File: src/rtl/rom_rd_pkg.sv
// -----------------------------------------------------------------------------
// rom_rd_pkg
// Shared types and constants for the ROM stream reader slice.
//   rd_state_e : sequencer state (IDLE, RUN, DRAIN)
//   FIFO_DEPTH : entries in the return-data buffer
// -----------------------------------------------------------------------------
package rom_rd_pkg;

  typedef enum logic [1:0] {
    IDLE,
    RUN,
    DRAIN
  } rd_state_e;

  localparam int FIFO_DEPTH = 2;

endpackage

File: src/rtl/rom_stream_reader_if.sv
// -----------------------------------------------------------------------------
// rom_stream_reader_if
// Valid/ready word stream leaving the reader.
//   m_valid : word valid          (master -> slave)
//   m_data  : stream word         (master -> slave)
//   m_last  : final word of burst (master -> slave)
//   m_ready : consumer ready      (slave  -> master)
// -----------------------------------------------------------------------------
interface rom_stream_reader_if #(
  parameter int DW = 16
);

  logic          m_valid;
  logic          m_ready;
  logic [DW-1:0] m_data;
  logic          m_last;

  modport master (output m_valid, output m_data, output m_last, input m_ready);
  modport slave  (input m_valid, input m_data, input m_last, output m_ready);

endinterface

File: src/rtl/sync_fifo2.sv
// -----------------------------------------------------------------------------
// sync_fifo2
// Two-entry single-clock FIFO holding words returned by the ROM.
//   clk, rst_n : clock, asynchronous active-low reset
//   push, din  : write a word (caller guarantees not full)
//   pop        : drop the head word (caller guarantees not empty)
//   dout       : head word
//   empty      : no words held
//   count      : words held, 0..FIFO_DEPTH
// -----------------------------------------------------------------------------
module sync_fifo2
  import rom_rd_pkg::*;
#(
  parameter int DW = 16
) (
  input  logic          clk,
  input  logic          rst_n,
  input  logic          push,
  input  logic [DW-1:0] din,
  input  logic          pop,
  output logic [DW-1:0] dout,
  output logic          empty,
  output logic [1:0]    count
);

  logic [DW-1:0] mem [FIFO_DEPTH];
  logic          wr_ptr;
  logic          rd_ptr;

  // NOTE: the storage is only two words, so it is reset along with the
  // pointers; that makes the head word (and m_data) read 0 out of reset.
  // NOTE: every register here is written with <= so all updates in a clock
  // edge see the pre-edge values, regardless of statement order.
  always_ff @(posedge clk or negedge rst_n) begin
    if (!rst_n) begin
      for (int i = 0; i < FIFO_DEPTH; i++) mem[i] <= '0;
      wr_ptr <= 1'b0;
      rd_ptr <= 1'b0;
      count  <= 2'd0;
    end else begin
      if (push) begin
        mem[wr_ptr] <= din;
        wr_ptr      <= ~wr_ptr;
      end
      if (pop) rd_ptr <= ~rd_ptr;
      case ({push, pop})
        2'b10:   count <= count + 2'd1;
        2'b01:   count <= count - 2'd1;
        default: count <= count;
      endcase
    end
  end

  assign dout  = mem[rd_ptr];
  assign empty = (count == 2'd0);

endmodule

File: src/rtl/rom_stream_reader.sv
// -----------------------------------------------------------------------------
// rom_stream_reader
// Reads len words from a ROM port starting at start_addr (address wraps mod
// 2**AW), hides the ROM's one-cycle read latency and delivers the words as a
// valid/ready stream.
//   clk, rst_n            : clock, asynchronous active-low reset
//   start                 : request pulse, honoured only while busy=0
//   start_addr, len       : first address and word count (0..2**AW)
//   busy, done            : transfer in progress / one-cycle end pulse
//   rom_en, rom_addr      : ROM read request
//   rom_dout              : ROM data, valid the cycle after rom_en
//   m                     : output stream (master side)
// -----------------------------------------------------------------------------
module rom_stream_reader
  import rom_rd_pkg::*;
#(
  parameter int AW = 4,
  parameter int DW = 16
) (
  input  logic          clk,
  input  logic          rst_n,
  input  logic          start,
  input  logic [AW-1:0] start_addr,
  input  logic [AW:0]   len,
  output logic          busy,
  output logic          done,
  output logic          rom_en,
  output logic [AW-1:0] rom_addr,
  input  logic [DW-1:0] rom_dout,
  rom_stream_reader_if.master m
);

  localparam logic [AW:0] ONE = (AW+1)'(1);

  rd_state_e     state;
  logic [AW-1:0] base_q;
  logic [AW:0]   len_q;
  logic [AW:0]   issued_q;
  logic [AW:0]   out_cnt_q;
  logic          inflight_q;   // a read was issued last cycle; its word lands now

  logic          empty;
  logic [1:0]    count;
  logic [DW-1:0] head;
  logic          pop;
  logic [2:0]    committed;

  sync_fifo2 #(.DW(DW)) u_fifo (
    .clk   (clk),
    .rst_n (rst_n),
    .push  (inflight_q),
    .din   (rom_dout),
    .pop   (pop),
    .dout  (head),
    .empty (empty),
    .count (count)
  );

  assign pop = ~empty & m.m_ready;

  // Slots already claimed once this cycle's pop is taken into account. A pop
  // can only happen with count>=1, so this never underflows.
  assign committed = {1'b0, count} + 3'(inflight_q) - 3'(pop);

  // The issue decision has to see this cycle's pop to sustain one word per
  // cycle through a two-entry buffer, so rom_en is decoded from registered
  // state plus the consumer's ready rather than registered itself.
  assign rom_en   = (state == RUN) && (issued_q != len_q) &&
                    (committed < 3'(FIFO_DEPTH));
  assign rom_addr = base_q + issued_q[AW-1:0];

  assign busy     = (state != IDLE);

  assign m.m_valid = ~empty;
  assign m.m_data  = head;
  assign m.m_last  = ~empty && (out_cnt_q == len_q - ONE);

  always_ff @(posedge clk or negedge rst_n) begin
    if (!rst_n) begin
      state      <= IDLE;
      base_q     <= '0;
      len_q      <= '0;
      issued_q   <= '0;
      out_cnt_q  <= '0;
      inflight_q <= 1'b0;
      done       <= 1'b0;
    end else begin
      done       <= 1'b0;
      inflight_q <= rom_en;
      if (rom_en) issued_q  <= issued_q + ONE;
      if (pop)    out_cnt_q <= out_cnt_q + ONE;

      case (state)
        IDLE: begin
          if (start) begin
            base_q    <= start_addr;
            len_q     <= len;
            issued_q  <= '0;
            out_cnt_q <= '0;
            if (len == '0) done  <= 1'b1;
            else           state <= RUN;
          end
        end
        RUN: begin
          if (rom_en && (issued_q + ONE == len_q)) state <= DRAIN;
        end
        DRAIN: begin
          if (pop && m.m_last) begin
            state <= IDLE;
            done  <= 1'b1;
          end
        end
        default: state <= IDLE;
      endcase
    end
  end

endmodule

File: src/flat_wrapper.sv
// flat-port wrapper written by rule: the top's interface ports become plain ports
module rom_stream_reader_flat import rom_rd_pkg::*;
#(
  parameter int AW = 4,
  parameter int DW = 16
)
  (clk, rst_n, start, start_addr, len, busy, done, rom_en, rom_addr, rom_dout, m_m_valid, m_m_data, m_m_last, m_m_ready);
  rom_stream_reader_if #(.DW(DW)) m_i ();
  input  logic clk;
  input  logic rst_n;
  input  logic start;
  input  logic [AW-1:0] start_addr;
  input  logic [AW:0] len;
  output logic busy;
  output logic done;
  output logic rom_en;
  output logic [AW-1:0] rom_addr;
  input  logic [DW-1:0] rom_dout;
  output wire logic [$bits(m_i.m_valid)-1:0] m_m_valid;
  output wire logic [$bits(m_i.m_data)-1:0] m_m_data;
  output wire logic [$bits(m_i.m_last)-1:0] m_m_last;
  input wire logic [$bits(m_i.m_ready)-1:0] m_m_ready;
  assign m_m_valid = m_i.m_valid;
  assign m_m_data = m_i.m_data;
  assign m_m_last = m_i.m_last;
  assign m_i.m_ready = m_m_ready;
  rom_stream_reader #(.AW(AW), .DW(DW)) u_core (.clk(clk), .rst_n(rst_n), .start(start), .start_addr(start_addr), .len(len), .busy(busy), .done(done), .rom_en(rom_en), .rom_addr(rom_addr), .rom_dout(rom_dout), .m(m_i));
endmodule
File: config.mk
export PLATFORM = sky130hd
export DESIGN_NAME = rom_stream_reader_flat
export DESIGN_NICKNAME = d
export VERILOG_FILES = /design/src/rtl/rom_rd_pkg.sv /design/src/rtl/rom_stream_reader_if.sv /design/src/rtl/sync_fifo2.sv /design/src/rtl/rom_stream_reader.sv /design/src/flat_wrapper.sv
export SDC_FILE = /design/constraint.sdc
export NUM_CORES = 1
export LEC_CHECK = 0
export CAP_MARGIN = 40
export CORE_AREA = 2 2 87 68
export DETAILED_ROUTE_END_ITERATION = 6
export DIE_AREA = 0 0 89 70
export PLACE_DENSITY = 0.88
export SLEW_MARGIN = 20
export SYNTH_ARGS = -nofsm -noshare
export SYNTH_HDL_FRONTEND = slang
export SYNTH_SLANG_ARGS = --single-unit
File: constraint.sdc
create_clock -name clk -period 4.25 [get_ports clk]
set_input_delay 0.85 -clock clk [delete_from_list [all_inputs] [get_ports clk]]
set_output_delay 0.85 -clock clk [all_outputs]
set_load 0.02 [all_outputs]
==> summary.md <==
| Metric | Value |
|---|---|
| Status | finished, final reports clean |
| Synth Cell Area | between 2000 and 3000 µm² |
| R2R Setup Slk | about 1600 ps |
| Die height | 70 µm |
| Initial Utilization | 53.3% |
| Final hold violations | 0 |
| Area occupied by multi-input gates | roughly 1400 µm² |
| Vias | 2116 |
| IO Pins | 54 |
| H-tree depth | 3 |
| Critical Path Start Type | primary input |
| Reg clk slew, reported paths | 70 ps |
| Top cell type's share of synthesized area | 50.2% |
| Synth Net Count | 295 |
| Routed vias/inst | roughly 5.3 |
| Netlist cell types | 35 |
| Fin nets | about 350 |
| Terminus of the critical flop-to-flop path | u_core.issued_q[4] |
| Top post-synthesis cells by area | dfrtp_1, mux2_2, xor2_1, nand2_1, xnor2_1 |
| Critical path origin | m_m_ready |
| Post-CTS sizing | 0 |
| Final Max Slew Viols | 0 |
| Seq/Total Area, Yosys | about half |
| Largest net degree at the start of global routing | 23 |
| DP HPWL | around 4500 µm |
| Clock Tree Root | clkbuf_8 |
| Area Overhead vs Synth | 29.8% |
| Total CTS buffers | 9 |
| Setup TNS | 0 ps |
| Clock buffer depth | 2 |
| GPL Wtd Cong | 0.783 |
| Pin slew with the least headroom to its limit | 791 ps |
| Area leader, netlist | dfrtp_1 |
| Post-CTS Hold Buffers | 0 |
| Period Utilization, post-route | 94.3% |
| Yosys reg bits | 59 |
| Worst r2r path cells | 11 |
| Setup bufs post-CTS | 0 |
| Clock skew | about 7.8 ps |
| Worst setup margin | 243 ps |
| Max Clock Freq | 250 MHz |
| Residual DRC | 0 |
| Die ar. | between 6000 and 7000 µm² |
| DR pass1 iterations | 4 |
| First-pass GRT wire length | between 10000 and 15000 µm |
| PortBufs | 53 |
| TritonCTS clock tree | done |
| Share of cells above drive strength 1 | a little over a fifth |
| Antenna violations before repair | 0 |
| Synth warnings | 0 |
| Core ar. | 5530 µm² |
| Max-cap viol count | 0 |
| Crit Path Class | primary input to primary output |
| Register Area | roughly 1500 µm² |
| Antenna cells | 0 |
| Cells after synthesis | 258 |
| DRT antenna net count | 0 |
| Syn Area/Cell | roughly 11 µm² |
| Gr usage total | between 20% and 30% |
| Worst r2r src | u_core.u_fifo.count[1] |
| Critical Path Sink Type | primary output |
| Tmin final | 4010 ps |
| Worst-Skew Late Latency | 330 ps |
| Critical path arrival | 3160 ps |
| P_leak | approximately 1.7 nW |
| VDD IR max | between 0.4 and 0.5 mV |
| Vias in the first global route | 2195 |
| RSZ-0062 raised after global routing | no |
| PD cells | 930 nW/µm² |
| Hold/Removal Path Class | primary input to async pin |
| Clk sinks | 59 |
| Commonest cells after routing, fill and taps aside | dfrtp_1, clkdlybuf4s50_1, mux2_2, nand2_1, xor2_1 |
| Routed wire length | 6160 µm |
| # fillers | between 400 and 500 |
| Final setup fails | 0 |
| Post-DR wirelength/cell | around 15 µm |
| Pre-CTS setup slack | ~230 ps |
| Initial DRC Count | 157 |
| Crit path required time | 3400 ps |
| Max_slew headroom | 47.3% |
| Chip width | 89 µm |
| Num rows | 24 |
| Maximum fanout along the worst path | 4 |
| Total grt overflow | 0 |
| Commonest non-fill, non-tap cell in the layout | dfrtp_1 |
==> logic make-up (layout without fill, tap and decap cells) <==
family,after synthesis,after routing,share of synthesized area [%]
flops,59,59,50.2
fa+ha+maj,8,8,3.91
simple gates,67,67,10.7
buf+inv,22,86,3.19
mux,49,49,18.7
compound gates,26,26,5.31
xor+xnor,27,27,8.04
==> stage by stage <==
step	power [mW]	hold slack [ps]	util, %	cells	instance area (µm²)
floorplan	2.29	450	-	258	2940
global placement	2.85	466	64.1	382	3540
detailed placement	2.93	479	64.8	384	3580
CTS	3.57	476	69.1	400	3820
global route	3.79	503	69.1	400	3820
finish	3.55	469	69.1	400	3820
==> routing by layer <==
metal	up-vias	share of wire, %	track usage (%)
li1	1004	-	-
met5	-	0	0
met2	44	51	35.2
met3	6	4.2	4.85
met1	1062	44	30.2
met4	0	1.0	7.46
==> worst max-delay path by stage <==
stage / endpoint / cells after the start / slack (ps)
global route: rom_en / 9 / 100
finish: rom_en / 9 / 240
floorplan: rom_en / 8 / 1270
detailed placement: rom_en / 9 / 230
global placement: rom_en / 9 / 310
CTS: rom_en / 9 / 220
==> flip-flops by register name, summed over array words and instances (netlist names) <==
name                  flops
u_core.done               1
u_core.issued_q           5
u_core.u_fifo.rd_ptr      1
u_core.inflight_q         1
u_core.u_fifo.mem        32
u_core.state              2
u_core.out_cnt_q          5
u_core.base_q             4
u_core.u_fifo.wr_ptr      1
u_core.u_fifo.count       2
u_core.len_q              5
==> cells in the mapped netlist <==
| library cell | n |
|---|---|
| fa_1 | 2 |
| o21ai_0 | 8 |
| o22ai_1 | 2 |
| o22a_1 | 1 |
| mux2_2 | 48 |
| or3_1 | 2 |
| o31ai_1 | 2 |
| nand3_1 | 3 |
| a21oi_1 | 8 |
| buf_2 | 3 |
| xor2_1 | 15 |
| nor2b_1 | 1 |
| mux2i_1 | 1 |
| and4_1 | 1 |
| nor2_1 | 13 |
| dfrtp_1 | 59 |
| nand2_1 | 30 |
| and3b_1 | 1 |
| nor3_1 | 3 |
| a21o_1 | 2 |
| inv_1 | 12 |
| nand4b_1 | 1 |
| a211o_2 | 1 |
| ha_1 | 6 |
| and2_0 | 1 |
| o21bai_1 | 1 |
| clkbuf_1 | 6 |
| xnor2_1 | 12 |
| nand4_1 | 2 |
| nand2b_1 | 2 |
| o211ai_1 | 1 |
| and2_1 | 2 |
| or4_1 | 2 |
| buf_6 | 1 |
| nor4_1 | 3 |
==> worst max-delay path: stages <==
cell             delay [ps]
clkdlybuf4s50_1         540
xor2_1                  170
nand2_1                  90
fa_1                    390
xnor2_1                 160
nand4b_1                130
a21o_1                  180
inv_1                    60
clkdlybuf4s50_1         600
==> power by group <==
part | leakage [nW] | total (mW) | internal (mW) | switching [mW]
registers | 0.712 | 1.10 | 0.835 | 0.262
clock network | 0.123 | 0.615 | 0.404 | 0.211
logic | 0.827 | 1.84 | 0.975 | 0.864
total | 1.66 | 3.55 | 2.21 | 1.34
==> cell type report <==
class,instances,area share (%)
well taps,78,2.55
repair buffers,58,15.4
clock inverters,5,2.62
flip-flops and latches,59,38.7
inverters,12,1.18
multi-input cells,177,35.9
clock buffers,11,3.70
(Power assumes the default switching activity.)
